## src/rtl/id_scoreboard.sv

```systemverilog
// id_scoreboard: per-hart GPR pending-write scoreboard for the ID stage.
// Tracks which destination registers each hart still has in flight, picks
// an EX/MEM forwarding source for the two ID operands, and raises a stall
// for load-use and long-latency producers.
// Ports:
//   clk, reset (async, active-low)
//   ID  : id_valid, id_hart_id, rs1_addr, rs2_addr, src_reg_used, rd_addr,
//         gpr_we_ (active-low), id_issue
//   EX  : ex_en, ex_hart_id, ex_rd_addr, ex_gpr_we_, ex_is_load
//   MEM : mem_en, mem_hart_id, mem_rd_addr, mem_gpr_we_
//   WB  : wb_en, wb_hart_id, wb_rd_addr, wb_gpr_we_
//   kill: hkill, hkill_id
//   out : rs1_fwd_ctrl, rs2_fwd_ctrl, hazard_stall (combinational),
//         pend_any, stall_cnt (registered)
module id_scoreboard #(
  parameter int unsigned HART_NUM = 4,
  parameter int unsigned HART_W   = 2,
  parameter int unsigned REG_W    = 5,
  parameter int unsigned CNT_W    = 16
) (
  input  logic                clk,
  input  logic                reset,
  input  logic                id_valid,
  input  logic [HART_W-1:0]   id_hart_id,
  input  logic [REG_W-1:0]    rs1_addr,
  input  logic [REG_W-1:0]    rs2_addr,
  input  logic [1:0]          src_reg_used,
  input  logic [REG_W-1:0]    rd_addr,
  input  logic                gpr_we_,
  input  logic                id_issue,
  input  logic                ex_en,
  input  logic                mem_en,
  input  logic [HART_W-1:0]   ex_hart_id,
  input  logic [HART_W-1:0]   mem_hart_id,
  input  logic [REG_W-1:0]    ex_rd_addr,
  input  logic [REG_W-1:0]    mem_rd_addr,
  input  logic                ex_gpr_we_,
  input  logic                mem_gpr_we_,
  input  logic                ex_is_load,
  input  logic                wb_en,
  input  logic [HART_W-1:0]   wb_hart_id,
  input  logic [REG_W-1:0]    wb_rd_addr,
  input  logic                wb_gpr_we_,
  input  logic                hkill,
  input  logic [HART_W-1:0]   hkill_id,
  output logic [1:0]          rs1_fwd_ctrl,
  output logic [1:0]          rs2_fwd_ctrl,
  output logic                hazard_stall,
  output logic [HART_NUM-1:0] pend_any,
  output logic [CNT_W-1:0]    stall_cnt
);

  localparam int unsigned REG_NUM = 1 << REG_W;
  localparam logic [1:0]  FWD_NONE = 2'b00;
  localparam logic [1:0]  FWD_EX   = 2'b01;
  localparam logic [1:0]  FWD_MEM  = 2'b10;

  logic [HART_NUM-1:0][REG_NUM-1:0] pend_q;
  logic [HART_NUM-1:0][REG_NUM-1:0] pend_d;
  logic [REG_NUM-1:0]               id_row;
  logic [1:0][REG_W-1:0]            src_addr;
  logic                             ex_prod;
  logic                             mem_prod;
  logic [1:0]                       src_live;
  logic [1:0]                       ex_hit;
  logic [1:0]                       mem_hit;
  logic [1:0]                       src_stall;
  logic                             set_en;
  logic                             clr_en;

  assign id_row   = pend_q[id_hart_id];
  assign src_addr = {rs2_addr, rs1_addr};

  // EX/MEM hold a GPR write belonging to the hart currently in ID
  assign ex_prod  = ex_en  && !ex_gpr_we_  && (ex_hart_id  == id_hart_id);
  assign mem_prod = mem_en && !mem_gpr_we_ && (mem_hart_id == id_hart_id);

  // Per-operand match and hazard; reset masks everything so outputs sit idle
  always_comb begin
    src_live  = '0;
    ex_hit    = '0;
    mem_hit   = '0;
    src_stall = '0;
    for (int i = 0; i < 2; i++) begin
      src_live[i] = reset && id_valid && src_reg_used[i] && (src_addr[i] != '0);
      ex_hit[i]   = src_live[i] && ex_prod  && (ex_rd_addr  == src_addr[i]);
      mem_hit[i]  = src_live[i] && mem_prod && (mem_rd_addr == src_addr[i]);
      src_stall[i] = (ex_hit[i] && ex_is_load) ||
                     (src_live[i] && id_row[src_addr[i]] && !ex_hit[i] && !mem_hit[i]);
    end
  end

  // Forwarding select: EX beats MEM
  always_comb begin
    rs1_fwd_ctrl = FWD_NONE;
    rs2_fwd_ctrl = FWD_NONE;
    if (ex_hit[0])       rs1_fwd_ctrl = FWD_EX;
    else if (mem_hit[0]) rs1_fwd_ctrl = FWD_MEM;
    if (ex_hit[1])       rs2_fwd_ctrl = FWD_EX;
    else if (mem_hit[1]) rs2_fwd_ctrl = FWD_MEM;
  end

  assign hazard_stall = |src_stall;

  // An issue that coincides with a stall is not accepted, so it sets nothing
  assign set_en = id_issue && id_valid && !gpr_we_ && (rd_addr != '0) && !hazard_stall;
  assign clr_en = wb_en && !wb_gpr_we_;

  // Table next state: WB clear, then issue set (set wins), then hart kill
  always_comb begin
    pend_d = pend_q;
    if (clr_en) pend_d[wb_hart_id][wb_rd_addr] = 1'b0;
    if (set_en) pend_d[id_hart_id][rd_addr] = 1'b1;
    if (hkill)  pend_d[hkill_id] = '0;
    for (int h = 0; h < HART_NUM; h++) pend_d[h][0] = 1'b0;
  end

  // Pending table
  always_ff @(posedge clk or negedge reset) begin
    if (!reset) pend_q <= '0;
    else        pend_q <= pend_d;
  end

  // Per-hart summary, one cycle behind the table
  always_ff @(posedge clk or negedge reset) begin
    if (!reset) begin
      pend_any <= '0;
    end else begin
      for (int h = 0; h < HART_NUM; h++) pend_any[h] <= |pend_q[h];
    end
  end

  // Saturating stall-cycle counter
  always_ff @(posedge clk or negedge reset) begin
    if (!reset) begin
      stall_cnt <= '0;
    end else if (hazard_stall && (stall_cnt != {CNT_W{1'b1}})) begin
      stall_cnt <= stall_cnt + CNT_W'(1);
    end
  end

endmodule

```

## config.mk

```make
export PLATFORM = sky130hd
export DESIGN_NAME = id_scoreboard
export DESIGN_NICKNAME = d
export VERILOG_FILES = /design/src/rtl/id_scoreboard.sv
export SDC_FILE = /design/constraint.sdc
export NUM_CORES = 1
export LEC_CHECK = 0
export CORE_UTILIZATION = 59
export CTS_CLUSTER_SIZE = 16
export DETAILED_ROUTE_END_ITERATION = 16
export PLACE_DENSITY = 0.87
export REMOVE_ABC_BUFFERS = 1
export SYNTH_ARGS = -nofsm -noshare
export SYNTH_HDL_FRONTEND = slang
export SYNTH_SLANG_ARGS = --single-unit
export TNS_END_PERCENT = 1
```

## constraint.sdc

```tcl
create_clock -name clk -period 9.5 [get_ports clk]
set_clock_uncertainty 0.1 [all_clocks]
set_input_delay 1.9 -clock clk [delete_from_list [all_inputs] [get_ports clk]]
set_output_delay 1.9 -clock clk [all_outputs]
set_load 0.03 [all_outputs]
```

Word-level counts from Yosys, hierarchy flattened
Index checks and enable logic that the tools add are counted.

storage, ports and cells
  register bits = 144
  bits of input ports = 55
  word-level logic and storage cells = 109
  output and inout port bits = 25

operators by class
  $lt $le $gt $ge = 12
  muxes and demuxes = 23
  reductions and logical operators = 55
  $add $sub $neg = 1
  equality and inequality tests = 7
  bitwise gates (word level) = 5

operators with widths
  kind                   count
  $mux 128               3
  $and 128x128->128      2
  $not 128->128          2
  $demux 32 s2           3
  $mux 32                4
  $or 128x128->128       1
  $reduce_or 31->1       4
  $bmux 32 s2            1
  $logic_and 1x1->1      36
  $lt 5x6->1 const B     4
  $eq 5x5->1             4
  $add 16x1->16 const B  1
  $ne 16x16->1 const B   1
  $reduce_bool 5->1      3
  $bmux 1 s5             2
  $demux 1 s5            2
  $ge 5x1->1 const B     2
  $logic_not 1->1        9
  $lt 2x3->1 const B     3
  $mux 2                 4
  $ge 2x1->1 const B     3
  $eq 2x2->1             2
  $mux 1                 4
  $logic_or 1x1->1       2
  $reduce_or 2->1        1

Depth between registers and ports, before layout
  depth in word-level cells = 15
  mapped depth = 14
  gate-level depth less buffers = 9

Worst setup path before layout
OpenSTA, ideal clock, no wires.

  kind = input -> output
  start point = input id_hart_id[0]
  end point = output hazard_stall
  path slack = 3.474 ns
  required time = 7.500 ns
  stages on the path = 10
  arrival = 4.026 ns
  buffers on the path = 4
  path through = buf_6 > buf_8 > mux4_2 > a22oi_1 > nand3_1 > a21o_1 > a211o_1 > a211o_1 > buf_6 > buf_2

between the ends
  cells in the longest elaborated chain, start to end = 9
  elaborated cells on any way between the ends = 33
  those cells by class = 2 x eq/ne; 6 x mux; 25 x reduce/logical

RTL lines
  what                                                                       RTL line  source
  start, declared                                                            24        input logic [HART_W-1:0] id_hart_id,
  $bmux 32 s2 / $eq 2x2->1 (equally long branches)                           71, 75
  $mux 32 (implied by the code) / $logic_and 1x1->1 (equally long branches)  71, 75
  $bmux 1 s5 / $logic_and 1x1->1 (equally long branches)                     89, 86
  $mux 1 (implied by the code) / $logic_and 1x1->1 (equally long branches)   89, 86
  $logic_and 1x1->1 / $logic_not 1->1 (equally long branches)                89        (src_live[i] && id_row[src_addr[i]] && !ex_hit[i] && !mem_hit[i]);
  $logic_and 1x1->1 (2 in a row)                                             89
  $logic_or 1x1->1                                                           88        src_stall[i] = (ex_hit[i] && ex_is_load) ||
  $reduce_or 2->1 (*)                                                        103       assign hazard_stall = |src_stall;
  end, declared                                                              48        output logic hazard_stall,

Every way passes the cells marked *; elsewhere a longest branch is shown, timed or not. The select of a mux whose other input is x is not followed.

Final worst setup path
  start point = input rs1_addr[0]
  end point = output hazard_stall

between the ends
  cells in the longest elaborated chain, start to end = 9
  elaborated cells on any way between the ends = 18
  those cells by class = 2 x eq/ne; 2 x mux; 14 x reduce/logical

RTL lines
  what                                                                RTL line  source
  start, declared                                                     25        input logic [REG_W-1:0] rs1_addr,
  parallel branches: the longest is 7 deep, another holds $bmux 1 s5  n/a
  $logic_or 1x1->1 (*)                                                88
  $reduce_or 2->1 (*)                                                 103

Mark *: on every way between the ends. The select of a mux whose other input is x is not followed.

==> metrics.md <==
| Metric | Value |
|---|---|
| Worst hold stages | 1 |
| CP max-delay cell | clkdlybuf4s50_1 |
| Setup-failing EPs final | 0 |
| Clock tree buffer depth | 2 |
| CP endpoint kind | output pin |
| Initial antenna violation count | 0 |
| Async set or reset register ratio after synthesis | 1.000 |
| Mapped Area | ~8500 um2 |
| LEAKAGE | roughly 3.8 nW |
| Min-Delay Endpoint | stall_cnt[12] |
| I/O Buffers | between 70 and 80 |
| Reg-to-reg endpoint | pend_q[25] |
| Metal1 wirelength | just over 10,000 um |
| Routed length per instance | between 20 and 30 um |
| Clk root buf | clkbuf_16 |
| Top_reg_cell synth | dfrtp_1 |
| Setup Fix Bufs, Post-CTS | 0 |
| RR Startpoint | pend_q[108] |
| Final TNS setup | 0 ns |
| Effective utilization at floorplan | 0.6095 |
| Antenna-violating nets left | 0 |
| Slew @ Worst Pin | 1.305 ns |
| CP startpoint kind | primary input |
| Final net count | 953 |
| Avg Cell Area, Syn | about 9.9 um2 |
| Largest cells by area after synthesis | dfrtp_1 42%, o211ai_1 11%, mux4_2 7.7% |
| Antenna Cells | 0 |
| CP Buf/Inv Count | 2 |
| H-tree levels | 4 |
| Final hold vios | 0 |
| Synth Register Bits | 144 |
| Top cell type by total area after synthesis | dfrtp_1 |
| # hold bufs at CTS | 0 |
| WL met2 | 12,270 um |
| Min-delay worst type | register to register |
| Fraction of layout cells with a size suffix above 1 | 0.1055 |
| CTS tree | built |
| Drt pass-1 iters | 8 |
| P&R area growth vs syn | 15.51% |
| Vias in the first global route | 8,094 |
| Total Power | 1.561 mW |
| Minimum clock period | 7.604 ns |
| Worst path arrival time | 5.60 ns |
| Layout Utilization | 0.7040 |
| Worst-path clk slew | 0.06 ns |
| Layout Cells excl Fill | around 1,100 |
| Crit path kind | primary input to output pin |
| Total gr overflow | 0 |
| Initial DRC Count | 1,294 |
| I/O pins | 80 |
| Gate Count Post-Synth | 858 |
| RSZ-0062 raised after global routing | false |
| EDFF count, synth | 0 |
| Worst Path Required | 7.50 ns |
| Max layer used | met4 |
| Unique masters post-synth | 56 |
| Post-route DRC | 0 |
| Gr usage total | 0.4038 |
| Layout fillers | 1,005 |
| Die Width | 122.2 um |
| Hold Crit Start | stall_cnt[12] |
| Max Freq | 131.5 MHz |
| PD cells | 158.5 nW/um2 |
| Vias per cell | 7.547 |
| Worst-path maximum fanout | 23 |
| Peak VDD IR | 0.1713 mV |
| Core Box Area | 13,990 um2 |
| CTS resizes | 0 |
| Largest net degree at the start of global routing | 76 |
| Die ar. | 14,940 um2 |
| Vias | 8,226 |
| First-pass GRT wire length | 44,680 um |
| DP HPWL | 17,750 um |
| Placed cells | 1,058 |
| Final worst path period share | 0.8004 |
| Cell family with most CP delay | buffers and inverters |
| WL met3 | ~4700 um |
| CP peak stage delay | 1.02 ns |
| Yosys warning total | 0 |
| Crit path cell chain | clkdlybuf4s50_1 > nor2b_1 > nand2_1 > o21ai_0 > a31oi_1 > a211o_1 > a2111oi_0 > a211o_1 > clkdlybuf4s50_1 |
| Status | complete, no violations |
| Std cell rows | 43 |
| Sequential share of the synthesized area | 0.4227 |
| Die Height | approximately 120 um |
| Clock sink total | 144 |
| GPL Wtd Cong | approximately 1.0 |
| Routed Wire Length | 28,520 um |
| Number of buffers created by CTS | 17 |
| Worst R2R Setup Slack | 6.01 ns |
| Slew margin rel. | 0.1285 |
| Share of the synthesized area in the top cell type | 0.4227 |
| R2R depth | 8 |
| Max-slew violations | 0 |
| Clk_lat worst skew | 0.44 ns |
| Max cap viols | 0 |
-- where the power goes --
group / internal, mW / switching (mW)
clock network: 0.399 / 0.290
logic: 0.0846 / 0.143
registers: 0.629 / 0.0163
-- per-layer routing --
layer,vias up,global-route usage
met2,843,0.5797
met1,3848,0.5260
li1,3395,-
met4,0,0.1974
met5,-,0
met3,140,0.1696
-- kinds of logic after synthesis --
logic type                 synth area share
AOI/OAI and AO/OA                    0.2259
xor gates and xnor gates            0.03904
adders and majority gates          0.001467
buffers and inverters               0.04608
DFF                                  0.4227
muxes                                0.1083
and+or+nand+nor                      0.1566
-- registers in the layout (all words and copies together) (netlist names) --
register / cells
pend_q: 124
stall_cnt: 16
pend_any: 4
-- synthesized netlist by cell type, types with 11 or more instances --
cell / count
o21ai_2: 12
nand2_1: 85
nand3_1: 22
o21ai_0: 35
nand4_1: 14
mux2i_1: 21
nor4_1: 31
xor2_1: 12
o21ai_1: 80
nor2_1: 21
mux4_2: 29
clkbuf_1: 44
xnor2_1: 26
o211ai_1: 125
dfrtp_1: 144
buf_6: 11
-- worst max-delay path by stage --
stage / startpoint / end / slack (ns) / cells past startpoint
after floorplan: id_hart_id[0] / hazard_stall / 3.86 / 7
after global placement: rs1_addr[0] / hazard_stall / 2.05 / 9
after detailed placement: rs1_addr[0] / hazard_stall / 1.97 / 9
after CTS: rs1_addr[0] / hazard_stall / 1.95 / 9
after global routing: rs1_addr[0] / hazard_stall / 1.67 / 9
final: rs1_addr[0] / hazard_stall / 1.90 / 9
-- final cells by class --
class	instances	area, um2	area share
Multi-Input combinational cell	638	4529	0.4599
Sequential cell	144	3603	0.3659
Timing Repair Buffer	92	879.6	0.08932
Clock buffer	18	439.2	0.04459
Tap cell	180	225.2	0.02287
Clock inverter	14	156.4	0.01588
Inverter	4	15.01	0.001525
-- per-stage QoR --
| step | hold WS, ns | area (um2) | worst slack (ns) |
|---|---|---|---|
| 2_1_floorplan | 0.3787 | 8148 | 3.857 |
| 3_3_place_gp | 0.3804 | 9253 | 2.055 |
| 3_5_place_dp | 0.3844 | 9253 | 1.969 |
| 4_1_cts | 0.3963 | 9848 | 1.955 |
| 5_1_grt | 0.4138 | 9848 | 1.668 |
| 6_report | 0.3982 | 9848 | 1.896 |
-- cells in the final DEF (no fill, tap or decap), types with 3 or more instances in the layout --
| cell type | count |
|---|---|
| nand3b_1 | 7 |
| a211oi_1 | 3 |
| xor2_1 | 12 |
| mux4_2 | 29 |
| clkinv_2 | 3 |
| or3_4 | 3 |
| o22ai_1 | 5 |
| nand4b_1 | 3 |
| or3_1 | 3 |
| and2_1 | 5 |
| and3b_1 | 4 |
| a21oi_1 | 7 |
| clkdlybuf4s50_1 | 76 |
| a211o_1 | 4 |
| or4_1 | 4 |
| nor4_1 | 31 |
| o21ai_1 | 80 |
| nand2b_1 | 7 |
| nand4_1 | 14 |
| o211ai_1 | 125 |
| a22oi_1 | 3 |
| nor3b_1 | 8 |
| o21ai_0 | 35 |
| buf_4 | 13 |
| xnor2_1 | 26 |
| dfrtp_1 | 144 |
| inv_6 | 3 |
| and3_1 | 10 |
| nor2b_1 | 8 |
| and4_1 | 5 |
| nand3_1 | 22 |
| nor3_1 | 8 |
| clkbuf_16 | 17 |
| o21ai_2 | 12 |
| nor2_1 | 21 |
| mux2i_1 | 21 |
| mux2_2 | 3 |
| inv_1 | 4 |
| nand2_1 | 85 |
| a31oi_1 | 7 |
-- worst register-to-register path, cell delays in order (launching register included) --
cell and delay, ns:
dfrtp_1 0.42, mux4_2 0.57, a22oi_1 0.21, nand3_1 0.10, a21o_1 0.20, a211o_1 0.30
a211o_1 0.51, or3_4 0.73, o21ai_1 0.26
(Power assumes the default switching activity.)
